## src/rtl/pc_sequencer_pkg.sv

```systemverilog
// rtl/pc_sequencer_pkg.sv - shared state encoding, branch funct3 codes and PC step for the PC sequencer.
package pc_sequencer_pkg;

  typedef enum logic [2:0] {
    IDLE     = 3'd0,
    FETCH    = 3'd1,
    WAIT_RSP = 3'd2,
    EXEC     = 3'd3,
    HALT     = 3'd4
  } state_t;

  localparam logic [2:0] F3_BEQ  = 3'b000;
  localparam logic [2:0] F3_BNE  = 3'b001;
  localparam logic [2:0] F3_BLT  = 3'b100;
  localparam logic [2:0] F3_BGE  = 3'b101;
  localparam logic [2:0] F3_BLTU = 3'b110;
  localparam logic [2:0] F3_BGEU = 3'b111;

  localparam int unsigned PC_STEP = 4;

endpackage

```

## src/rtl/pc_sequencer_cond.sv

```systemverilog
// rtl/pc_sequencer_cond.sv - combinational branch/jump resolution (module branch_cond).
module branch_cond
  import pc_sequencer_pkg::*;
#(
  parameter int XLEN = 64
) (
  input  logic            branch,
  input  logic            jump,
  input  logic            zero,
  input  logic [2:0]      funct3,
  input  logic [XLEN-1:0] a,
  input  logic [XLEN-1:0] b,
  output logic            taken
);

  always_comb begin
    taken = 1'b0;
    if (jump) begin
      taken = 1'b1;
    end else if (branch) begin
      // funct3 010/011 have no branch meaning and resolve as not taken
      case (funct3)
        F3_BEQ:  taken = zero;
        F3_BNE:  taken = ~zero;
        F3_BLT:  taken = $signed(a) < $signed(b);
        F3_BGE:  taken = $signed(a) >= $signed(b);
        F3_BLTU: taken = a < b;
        F3_BGEU: taken = a >= b;
        default: taken = 1'b0;
      endcase
    end
  end

endmodule

```

## src/rtl/pc_sequencer.sv

```systemverilog
// rtl/pc_sequencer.sv - fetch/execute sequencer: FSM, program counter and retired-instruction counter.
module pc_sequencer
  import pc_sequencer_pkg::*;
#(
  parameter int              XLEN     = 64,
  parameter logic [XLEN-1:0] RESET_PC = '0
) (
  input  logic            clk,
  input  logic            reset,
  output logic            imem_req,
  output logic [XLEN-1:0] imem_addr,
  input  logic            imem_gnt,
  input  logic            imem_rvalid,
  input  logic [31:0]     imem_rdata,
  output logic            instr_valid,
  output logic [31:0]     instr,
  input  logic            exec_done,
  input  logic            branch,
  input  logic            jump,
  input  logic            zero,
  input  logic [2:0]      funct3,
  input  logic [XLEN-1:0] a,
  input  logic [XLEN-1:0] b,
  input  logic [XLEN-1:0] target,
  input  logic            halt_req,
  output logic [XLEN-1:0] pc,
  output logic            taken,
  output logic            misalign,
  output logic            halted,
  output logic [31:0]     instret
);

  state_t          state;
  state_t          state_next;
  logic            cond_taken;
  logic            retire;
  logic            bad_target;
  logic            halt_pend;
  logic [XLEN-1:0] next_pc;

  branch_cond #(.XLEN(XLEN)) u_cond (
    .branch (branch),
    .jump   (jump),
    .zero   (zero),
    .funct3 (funct3),
    .a      (a),
    .b      (b),
    .taken  (cond_taken)
  );

  assign taken      = (state == EXEC) && exec_done && cond_taken;
  assign bad_target = taken && (target[1:0] != 2'b00);
  assign retire     = (state == EXEC) && exec_done && !bad_target;
  assign next_pc    = taken ? target : pc + XLEN'(PC_STEP);
  assign imem_addr  = pc;

  always_comb begin
    state_next  = state;
    imem_req    = 1'b0;
    instr_valid = 1'b0;
    halted      = 1'b0;
    case (state)
      IDLE: state_next = FETCH;
      FETCH: begin
        imem_req = 1'b1;
        if (imem_gnt) state_next = WAIT_RSP;
      end
      WAIT_RSP: begin
        if (imem_rvalid) state_next = EXEC;
      end
      EXEC: begin
        instr_valid = 1'b1;
        if (exec_done) begin
          if (bad_target || halt_req || halt_pend) state_next = HALT;
          else state_next = FETCH;
        end
      end
      HALT: halted = 1'b1;
      default: state_next = IDLE;
    endcase
  end

  always_ff @(posedge clk) begin
    if (reset) begin
      state     <= IDLE;
      pc        <= RESET_PC;
      instr     <= 32'd0;
      instret   <= 32'd0;
      misalign  <= 1'b0;
      halt_pend <= 1'b0;
    end else begin
      state <= state_next;
      if (state == WAIT_RSP && imem_rvalid) instr <= imem_rdata;
      if (bad_target && state == EXEC) misalign <= 1'b1;
      if (retire) begin
        pc      <= next_pc;
        instret <= instret + 32'd1;
      end
      // a halt request seen outside the retiring cycle is held until the next exec_done
      if (halt_req) halt_pend <= 1'b1;
    end
  end

endmodule

```

## config.mk

```make
export PLATFORM = sky130hd
export DESIGN_NAME = pc_sequencer
export DESIGN_NICKNAME = d
export VERILOG_FILES = /design/src/rtl/pc_sequencer_pkg.sv /design/src/rtl/pc_sequencer_cond.sv /design/src/rtl/pc_sequencer.sv
export SDC_FILE = /design/constraint.sdc
export NUM_CORES = 1
export LEC_CHECK = 0
export ABC_AREA = 0
export BUFFER_PORTS_ARGS = -buffer_cell sky130_fd_sc_hd__buf_2
export CORE_AREA = 2 2 170 172
export CTS_CLUSTER_SIZE = 30
export DETAILED_ROUTE_END_ITERATION = 16
export DIE_AREA = 0 0 172 174
export GPL_TIMING_DRIVEN = 0
export SKIP_LAST_GASP = 1
export SLEW_MARGIN = 20
export SYNTH_ARGS = -nofsm -noshare
export SYNTH_HDL_FRONTEND = slang
export SYNTH_SLANG_ARGS = --single-unit
```

## constraint.sdc

```tcl
create_clock -name clk -period 6.3 [get_ports clk]
set_input_delay 1.89 -clock clk [delete_from_list [all_inputs] [get_ports clk]]
set_output_delay 1.89 -clock clk [all_outputs]
set_load 0.05 [all_outputs]
```

Yosys cells after proc, flatten, opt, wreduce, memory -nomap -nowiden
Cells that the tools add are included.
- word-level logic and storage cells: 51
- register bits: 133
- reduce and logical (&&, ||, !) cells: 13
- order comparisons: 4
- add/subtract/negate cells: 2
- muxes and demuxes: 12
- bitwise logic cells: 2
- equality and inequality tests: 12
- operators by type and width (cell ; number):
    >= comparator 64 bit ; 2
    less-than comparator 64 bit ; 2
    adder 64 x 3 -> 64 bit (second input constant) ; 1
    two-way mux 64 bit ; 1
    adder 32 x 1 -> 32 bit (second input constant) ; 1
    equality test 3 bit (second input constant) ; 5
    one-hot mux 3 bit (5 select lines) ; 1
    two-way mux 3 bit ; 4
    equality test 3 x 1 -> 1 bit (second input constant) ; 2
    equality test 3 x 2 -> 1 bit (second input constant) ; 2
    logical AND 1 bit ; 6
    logical NOT 3 bit ; 2
    inequality test 2 bit (second input constant) ; 3
    one-hot mux 1 bit (6 select lines) ; 1
    two-way mux 1 bit ; 5
    AND reduction 4 bit ; 1
    logical OR 1 bit ; 2
    NOT 1 bit ; 2
    nonzero test 2 bit ; 1
    logical NOT 1 bit ; 1

Longest topological paths before layout
Gate-level depths: netlist (run 1).
- depth after elaboration: 11
- mapped depth: 17
- mapped depth without buffers: 12

Modules after synthesis
Synthesis (run 1) repeated with hierarchy kept, for this count alone.
- cell total of the unflattened synthesis: 1279
- area, all modules: 9562.9 µm²
- by module, submodules not included (module ; sequential area each (µm²) ; times used ; cells each ; area an instance (µm²)):
    pc_sequencer ; 2662.6 ; 1 ; 1031 ; 7808.7
    branch_cond ; 0.0 ; 1 ; 248 ; 1754.2

Worst setup path after synthesis (run 1)
OpenSTA, ideal clock, no wires.
- path kind: in2out
- start: input b[14]
- end: output taken
- arrival time: 5170 ps
- data required time: 4410 ps
- path buffers: 4
- slack: -760 ps
- cell stages on the path: 14
- path through: inv_1 -> ha_1 -> nand4_1 -> or4_1 -> o2111ai_1 -> a22oi_1 -> o2111a_1 -> or4_1 -> buf_2 -> and2_4 -> buf_6 -> buf_6 -> buf_2 -> nor2_1
- longest elaborated chain between the ends: 5
- elaborated cells between the ends (all ways): 8
- ends and longest elaborated chain (what ; line ; text):
    start, declared ; pc_sequencer.sv:23 ; input logic [XLEN-1:0] b,
    >= comparator 64 bit, or another cell as far along ; pc_sequencer_cond.sv:28 ; F3_BGEU: taken = a >= b;
    one-hot mux 1 bit (6 select lines) (*) ; pc_sequencer_cond.sv:22 ; case (funct3)
    two-way mux 1 bit (*) ; pc_sequencer_cond.sv:20 ; end else if (branch) begin
    two-way mux 1 bit (*) ; pc_sequencer_cond.sv:18 ; if (jump) begin
    logical AND 1 bit (*) ; pc_sequencer.sv:51 ; assign taken = (state == EXEC) && exec_done && cond_taken;
    end, declared ; pc_sequencer.sv:27 ; output logic taken,
Mark *: on every way between the ends. The rest lies on a longest branch, timed or not.

Final worst setup path (run 1)
- start: input b[11]
- end: output taken
Same word-level chain as after synthesis.

==> impl_metrics.py, run 1 <==
metrics = {
    "outcome": {
        "outcome": "finished, violations left",
        "violations": "negative setup slack",
    },
    "setup_path": {
        "r2r-start": "imem_addr[5]",
        "worstPathArrival_ps": 4520,
        "startpoint": "b[11]",
        "crit_required_ps": 4410,
        "end_kind": "primary output",
        "critical_path_class": "in -> out",
        "worst_setup_path_start_kind": "input pin",
        "path_max_fanout": 3,
        "r2r_cells": 10,
        "regToRegSetupSlack_ps": 2450,
        "r2r-end": "imem_addr[61]",
    },
    "grt": {
        "grt_start_max_net_pins": 17,
        "grt_pass1_wl_mm": 61.1,
        "grt_usage_pct": 26.3,
        "grt_pass1_vias": 10800,
        "globalRouteOverflowTotal": 0,
        "antenna_found_initial": 6,
    },
    "route": {
        "vias": 11400,
        "drt_iter0_drc": 884,
        "final_antenna_net_count": 0,
        "drtPass1Iterations": 5,
        "post_drt_wl_per_cell_um": 19.2,
        "finalWirelength_mm": 40.9,
        "route.detailed.drc": 0,
        "via_per_inst": 5.34,
    },
    "sta": {
        "tightestPinTransition_ps": 920,
        "whs_ps": 452,
        "maxClockFrequency_mhz": 156,
        "fin_crit_sh_pct": 102,
        "setup_viol": 1,
        "rsz0062_at_grt": "yes",
        "final_max_slew_viol_count": 0,
        "final_hold_viol_count": 0,
        "finClkSkew_ps": 18.1,
        "fin_crit_ps": 6410,
        "relSlewSlack_pct": 38.6,
        "fin_ws_ps": -107,
    },
    "placement": {
        "dp_cells": 2087,
        "postPlaceCellArea_mm2": 0.0122,
        "io_buffers": 431,
        "hpwl_mm": 31.3,
        "routabilityCongestion": 0.925,
    },
    "floorplanning": {
        "rows": 62,
        "coreArea_mm2": 0.0282,
        "io_pins": 433,
        "die_h_um": 174,
        "die_area_mm2": 0.0299,
        "start_util_pct": 33.2,
        "die_width_um": 172,
    },
    "cells_and_area": {
        "layout-drive-gt1-share_pct": 36.3,
        "fin_util_pct": 46.8,
        "fin_area_mm2": 0.0132,
        "layout.cells.non_filler": 2129,
        "fin_nets": 2032,
        "area_delta_synth_final_pct": 40.8,
    },
    "yosys": {
        "synth_edf_count": 0,
        "synthMostInstantiatedCell": "nand2_1",
        "ys_seq_elements": 133,
        "yosys.area.top_type_share_pct": 28.4,
        "syn_area_per_cell_um2": 7.37,
        "synth_top_area_cell": "dfxtp_1",
        "syn_area_mm2": 0.00938,
        "ys_warn_count": 0,
        "async_flop_share_pct": 0,
        "synth_top_flop_cell": "dfxtp_1",
        "yosys-top-cells-count": "nand2_1, dfxtp_1, inv_1",
        "ys_types": 60,
        "synthCells": 1272,
        "syn_nets": 1574,
        "synthTopCellsByArea": "dfxtp_1, ha_1, nand2_1",
        "yosysSeqAreaShare_pct": 28.4,
    },
    "pwr": {
        "leakagePower_uw": 0.00579,
        "p_per_area_mw_per_mm2": 184,
        "vdd_drop_max_mv": 0.148,
    },
    "cts": {
        "clk_latency_ps": 440,
        "cts_tree": "built",
        "cts-root-buf": "clkbuf_16",
        "cts-buffers-inserted": 17,
        "htreeDepth": 4,
        "clockBufferDepth": 2,
        "cts_hold_buf": 0,
        "clkSinkCount": 133,
        "clkSlewWorstSetupHoldPaths_ps": 60,
    },
    "flow_run": {
        "drv_cap": 0,
    },
    "worst_hold_path": {
        "hp-class": "reg -> reg",
        "whs_path_depth": 2,
        "hold_end": "instr[23]",
        "hp-start": "instr[23]",
    },
}
==> cells by family after synthesis <==
family,Yosys count,synth area share [%]
muxes,1,0.107
xor gates and xnor gates,4,0.374
and+or+nand+nor,532,28.9
adders and majority gates,66,8.81
buffers and inverters,254,13.7
AOI/OAI and AO/OA,282,19.8
DFF,133,28.4
==> power by group <==
group / switching, uW / internal (uW) / total (uW) / leakage [uW]
logic: 304 / 181 / 485 / 0.00443
clock network: 444 / 635 / 1080 / 0.000296
registers: 13.7 / 852 / 866 / 0.00107
==> cell type report <==
class                           instances  area (um2)
Clock buffer                           18         429
Buffer                                133         817
Sequential cell                       133        2660
Inverter                              117         454
Timing Repair Buffer                  442        2370
Clock inverter                         14         189
Tap cell                              384         480
Multi-Input combinational cell        886        5800
Fill cell                            2987       15000
Antenna cell                            2        5.00
==> routing by layer <==
| layer | share of wire [%] | GRT usage (%) |
|---|---|---|
| met3 | 8.9 | 6.44 |
| met1 | 41 | 33.5 |
| met2 | 46 | 43.3 |
| met5 | 0.13 | 0 |
| met4 | 3.2 | 8.93 |
==> critical path, cell delays in order <==
cell	delay, ps
buf_6	80
inv_4	30
ha_4	260
nand4_1	130
or4_4	580
o2111ai_4	240
a22oi_2	110
o2111a_1	160
or4_4	520
and2_4	200
nor2_4	130
buf_8	170
==> cells in the final DEF (no fill, tap or decap), types with 5 or more instances in the layout <==
master / instances
or3_1: 35
a2111oi_0: 9
inv_2: 15
ha_4: 20
o21ai_0: 49
nand4_1: 33
o21ai_1: 24
or4_1: 6
buf_6: 27
a2111oi_2: 5
a2111oi_1: 25
dfxtp_1: 133
and4_1: 6
clkbuf_16: 17
inv_1: 97
inv_6: 5
and2_1: 7
o2111a_1: 11
nand3_1: 57
nor3_1: 54
buf_2: 425
nand2b_1: 6
nor4_1: 44
clkbuf_1: 47
nand4b_1: 6
nor2_1: 77
a21oi_1: 105
ha_1: 46
o21a_1: 9
nand2_1: 154
a21o_1: 8
a211oi_1: 8
buf_4: 75
and3_1: 22
==> registers in the layout, summed over array words and instances (netlist names) <==
register and cells:
halt_pend 1, imem_addr 64, instr 32, instret 32, misalign 1, state 3
==> what timing repair did <==
| action | 4_1_cts | 5_1_grt |
|---|---|---|
| hold endpoints to repair | 0 | 0 |
| gates cloned | 1 | 0 |
| buffers inserted | 9 | 2 |
| pin swaps | 17 | 19 |
| gates resized for setup | 27 | 27 |
| setup endpoints to repair | 1 | 1 |
==> per-stage QoR <==
stage	total power, uW	worst slack [ps]	setup TNS, ps
floorplan	1150	-148	-148
global placement	1340	-859	-859
detailed placement	1340	-870	-870
global route	2510	-179	-179
CTS	2420	-142	-142
finish	2430	-107	-107
==> worst max path at each step <==
stage / slack [ps] / depth (start not counted) / endpoint
floorplan: -150 / 15 / taken
global placement: -860 / 17 / taken
detailed placement: -870 / 15 / taken
CTS: -140 / 14 / taken
global route: -180 / 12 / taken
finish: -110 / 12 / taken
Power figures use the tool's default switching activity.
==> run 2, diff against run 1 <==
--- a/config.mk
+++ b/config.mk
@@ -7,11 +7,14 @@
 export LEC_CHECK = 0
 export ABC_AREA = 0
 export BUFFER_PORTS_ARGS = -buffer_cell sky130_fd_sc_hd__buf_2
-export CORE_AREA = 2 2 170 172
+export CELL_PAD_IN_SITES_DETAIL_PLACEMENT = 2
+export CELL_PAD_IN_SITES_GLOBAL_PLACEMENT = 2
+export CORE_MARGIN = 2
+export CORE_UTILIZATION = 23
 export CTS_CLUSTER_SIZE = 30
 export DETAILED_ROUTE_END_ITERATION = 16
-export DIE_AREA = 0 0 172 174
 export GPL_TIMING_DRIVEN = 0
+export PLACE_DENSITY_LB_ADDON = 0.1
 export SKIP_LAST_GASP = 1
 export SLEW_MARGIN = 20
 export SYNTH_ARGS = -nofsm -noshare
==> impl_metrics.py, run 2 (synthesized netlist as in run 1, its figures left out) <==
metrics = {
    "placement": {
        "dp_cells": 2228,
        "io_buffers": 431,
        "routabilityCongestion": 0.815,
        "hpwl_mm": 39.1,
    },
    "pwr": {
        "vdd_drop_max_mv": 0.203,
        "p_per_area_mw_per_mm2": 177,
        "fin_total_pwr_uw": 2380,
        "leakagePower_uw": 0.00579,
    },
    "grt": {
        "grt_pass1_vias": 12300,
        "antenna_found_initial": 10,
        "grt_start_max_net_pins": 17,
        "grt_pass1_wl_mm": 73.4,
        "globalRouteOverflowTotal": 0,
        "grt_usage_pct": 23.1,
    },
    "cts": {
        "clockBufferDepth": 2,
        "cts-root-buf": "clkbuf_16",
        "clkSlewWorstSetupHoldPaths_ps": 60,
        "htreeDepth": 4,
        "cts_tree": "built",
        "cts-buffers-inserted": 17,
        "clkSinkCount": 133,
        "clk_latency_ps": 440,
    },
    "setup_path": {
        "crit_required_ps": 4410,
        "r2r-start": "imem_addr[5]",
        "end_kind": "primary output",
        "critical_path_class": "in -> out",
        "cp_top_family": "simple AND/OR/NAND/NOR gates",
        "worstPathArrival_ps": 4510,
        "max_stage_delay_ps": 540,
        "crit_chain": "buf_6 -> inv_4 -> ha_4 -> nand4_1 -> nor4_4 -> nand3_1 -> nor2_2 -> or2_4 -> o32ai_2 -> or4_4 -> and2_4 -> nor2_4 -> buf_8",
        "worst_setup_path_start_kind": "input pin",
        "startpoint": "b[46]",
        "crit_buf_inv": 3,
        "path_max_fanout": 4,
        "crit_slowest_cell": "or4_4",
    },
    "floorplanning": {
        "die_width_um": 206,
        "coreArea_mm2": 0.0400,
        "die_area_mm2": 0.0424,
        "io_pins": 433,
        "rows": 73,
        "die_h_um": 206,
        "start_util_pct": 23.4,
    },
    "sta": {
        "maxClockFrequency_mhz": 156,
        "rsz0062_at_grt": "yes",
        "fin_crit_ps": 6400,
        "relSlewSlack_pct": 31.3,
        "final_hold_viol_count": 0,
        "fin_crit_sh_pct": 102,
        "fin_ws_ps": -96.6,
        "final_max_slew_viol_count": 0,
        "finClkSkew_ps": 11.1,
        "tightestPinTransition_ps": 1030,
        "setup_viol": 1,
    },
    "cells_and_area": {
        "layout-drive-gt1-share_pct": 37.1,
        "fin_nets": 2040,
        "final_common_cell": "buf_2",
        "layout.cells.non_filler": 2278,
        "area_delta_synth_final_pct": 43.1,
        "final_cell_mix": "buf_2, nand2_1, dfxtp_1, a21oi_1, inv_1",
        "largest_reg_flops": 64,
    },
    "route": {
        "vias": 11400,
        "routed.top_layer": "met5",
        "wl_met3_mm": 3.24,
        "via_per_inst": 5.00,
        "final_antenna_net_count": 0,
        "post_drt_wl_per_cell_um": 22.0,
        "wl_met1_mm": 21.5,
        "finalWirelength_mm": 50.2,
        "route.detailed.drc": 0,
        "drt_iter0_drc": 455,
        "drtPass1Iterations": 4,
        "wl_met2_mm": 24.4,
    },
    "outcome": {
        "violations": "negative setup slack",
        "outcome": "finished, violations left",
    },
    "worst_hold_path": {
        "hp-start": "instr[15]",
        "hp-class": "reg -> reg",
    },
    "flow_run": {
        "drv_cap": 0,
    },
}
-- run 2: cell count changes in the layout (fill, tap and decap cells not counted), sizes merged --
cell    previous run  this run
clkinv             3         5
clkbuf            64        66
bufinv             3         2
diode              2         5
buf              529       537
inv              123       117
-- run 2: worst paths after layout --
path	slack, ps	end	cells after the start
setup / recovery	-100	taken	13
hold / removal	450	instr[15]	2
setup reg to reg	2440	imem_addr[63]	10
hold reg to reg	450	instr[15]	2
-- run 2: cell type report --
| cell class | instances | area [um2] |
|---|---|---|
| Tap cell | 525 | 657 |
| Clock inverter | 9 | 108 |
| Antenna cell | 5 | 12.5 |
| Sequential cell | 133 | 2660 |
| Buffer | 133 | 817 |
| Timing Repair Buffer | 450 | 2350 |
| Fill cell | 4793 | 26600 |
| Multi-Input combinational cell | 886 | 5910 |
| Clock buffer | 20 | 447 |
| Inverter | 117 | 452 |
-- run 2: timing repair --
action | in CTS | in global routing
resized for setup | 11 | 40
setup endpoints to repair | 1 | 1
pin swaps | 9 | 29
buffers inserted | 8 | 11
gates cloned | 1 | 0
hold buffers | 0 | 0
-- run 2: routing by layer --
metal | vias up | global-route usage [%]
met4 | 10 | 6.33
met2 | 302 | 39.7
met3 | 63 | 6.17
li1 | 5432 | -
met1 | 5585 | 28.2
met5 | - | 0
-- run 2: report_power, final --
group	switching, uW	internal, uW
Clock	413	585
Sequential	14.2	853
Combinational	327	187
Total	754	1620
-- run 2: worst register-to-register path, cell delays in order (launching register included) --
cell and delay [ps]:
dfxtp_1 530, and3_1 250, nand4_1 330, or4_1 710
or3_1 370, clkbuf_1 180, nor4_2 430, nand2b_1 290
nor2_1 170, o21ai_0 90, a2111oi_0 390
-- run 2: metrics by stage --
| stage | hold WS (ps) | instance area (um2) | setup TNS, ps | setup slack, ps | utilization (%) |
|---|---|---|---|---|---|
| 2_1_floorplan | 436 | 9600 | -148 | -148 | - |
| 3_3_place_gp | 439 | 12400 | -1090 | -1090 | 31.0 |
| 3_5_place_dp | 447 | 12400 | -1110 | -1110 | 31.0 |
| 4_1_cts | 457 | 13100 | -201 | -201 | 32.7 |
| 5_1_grt | 478 | 13400 | -233 | -233 | 33.5 |
| 6_report | 454 | 13400 | -96.6 | -96.6 | 33.5 |
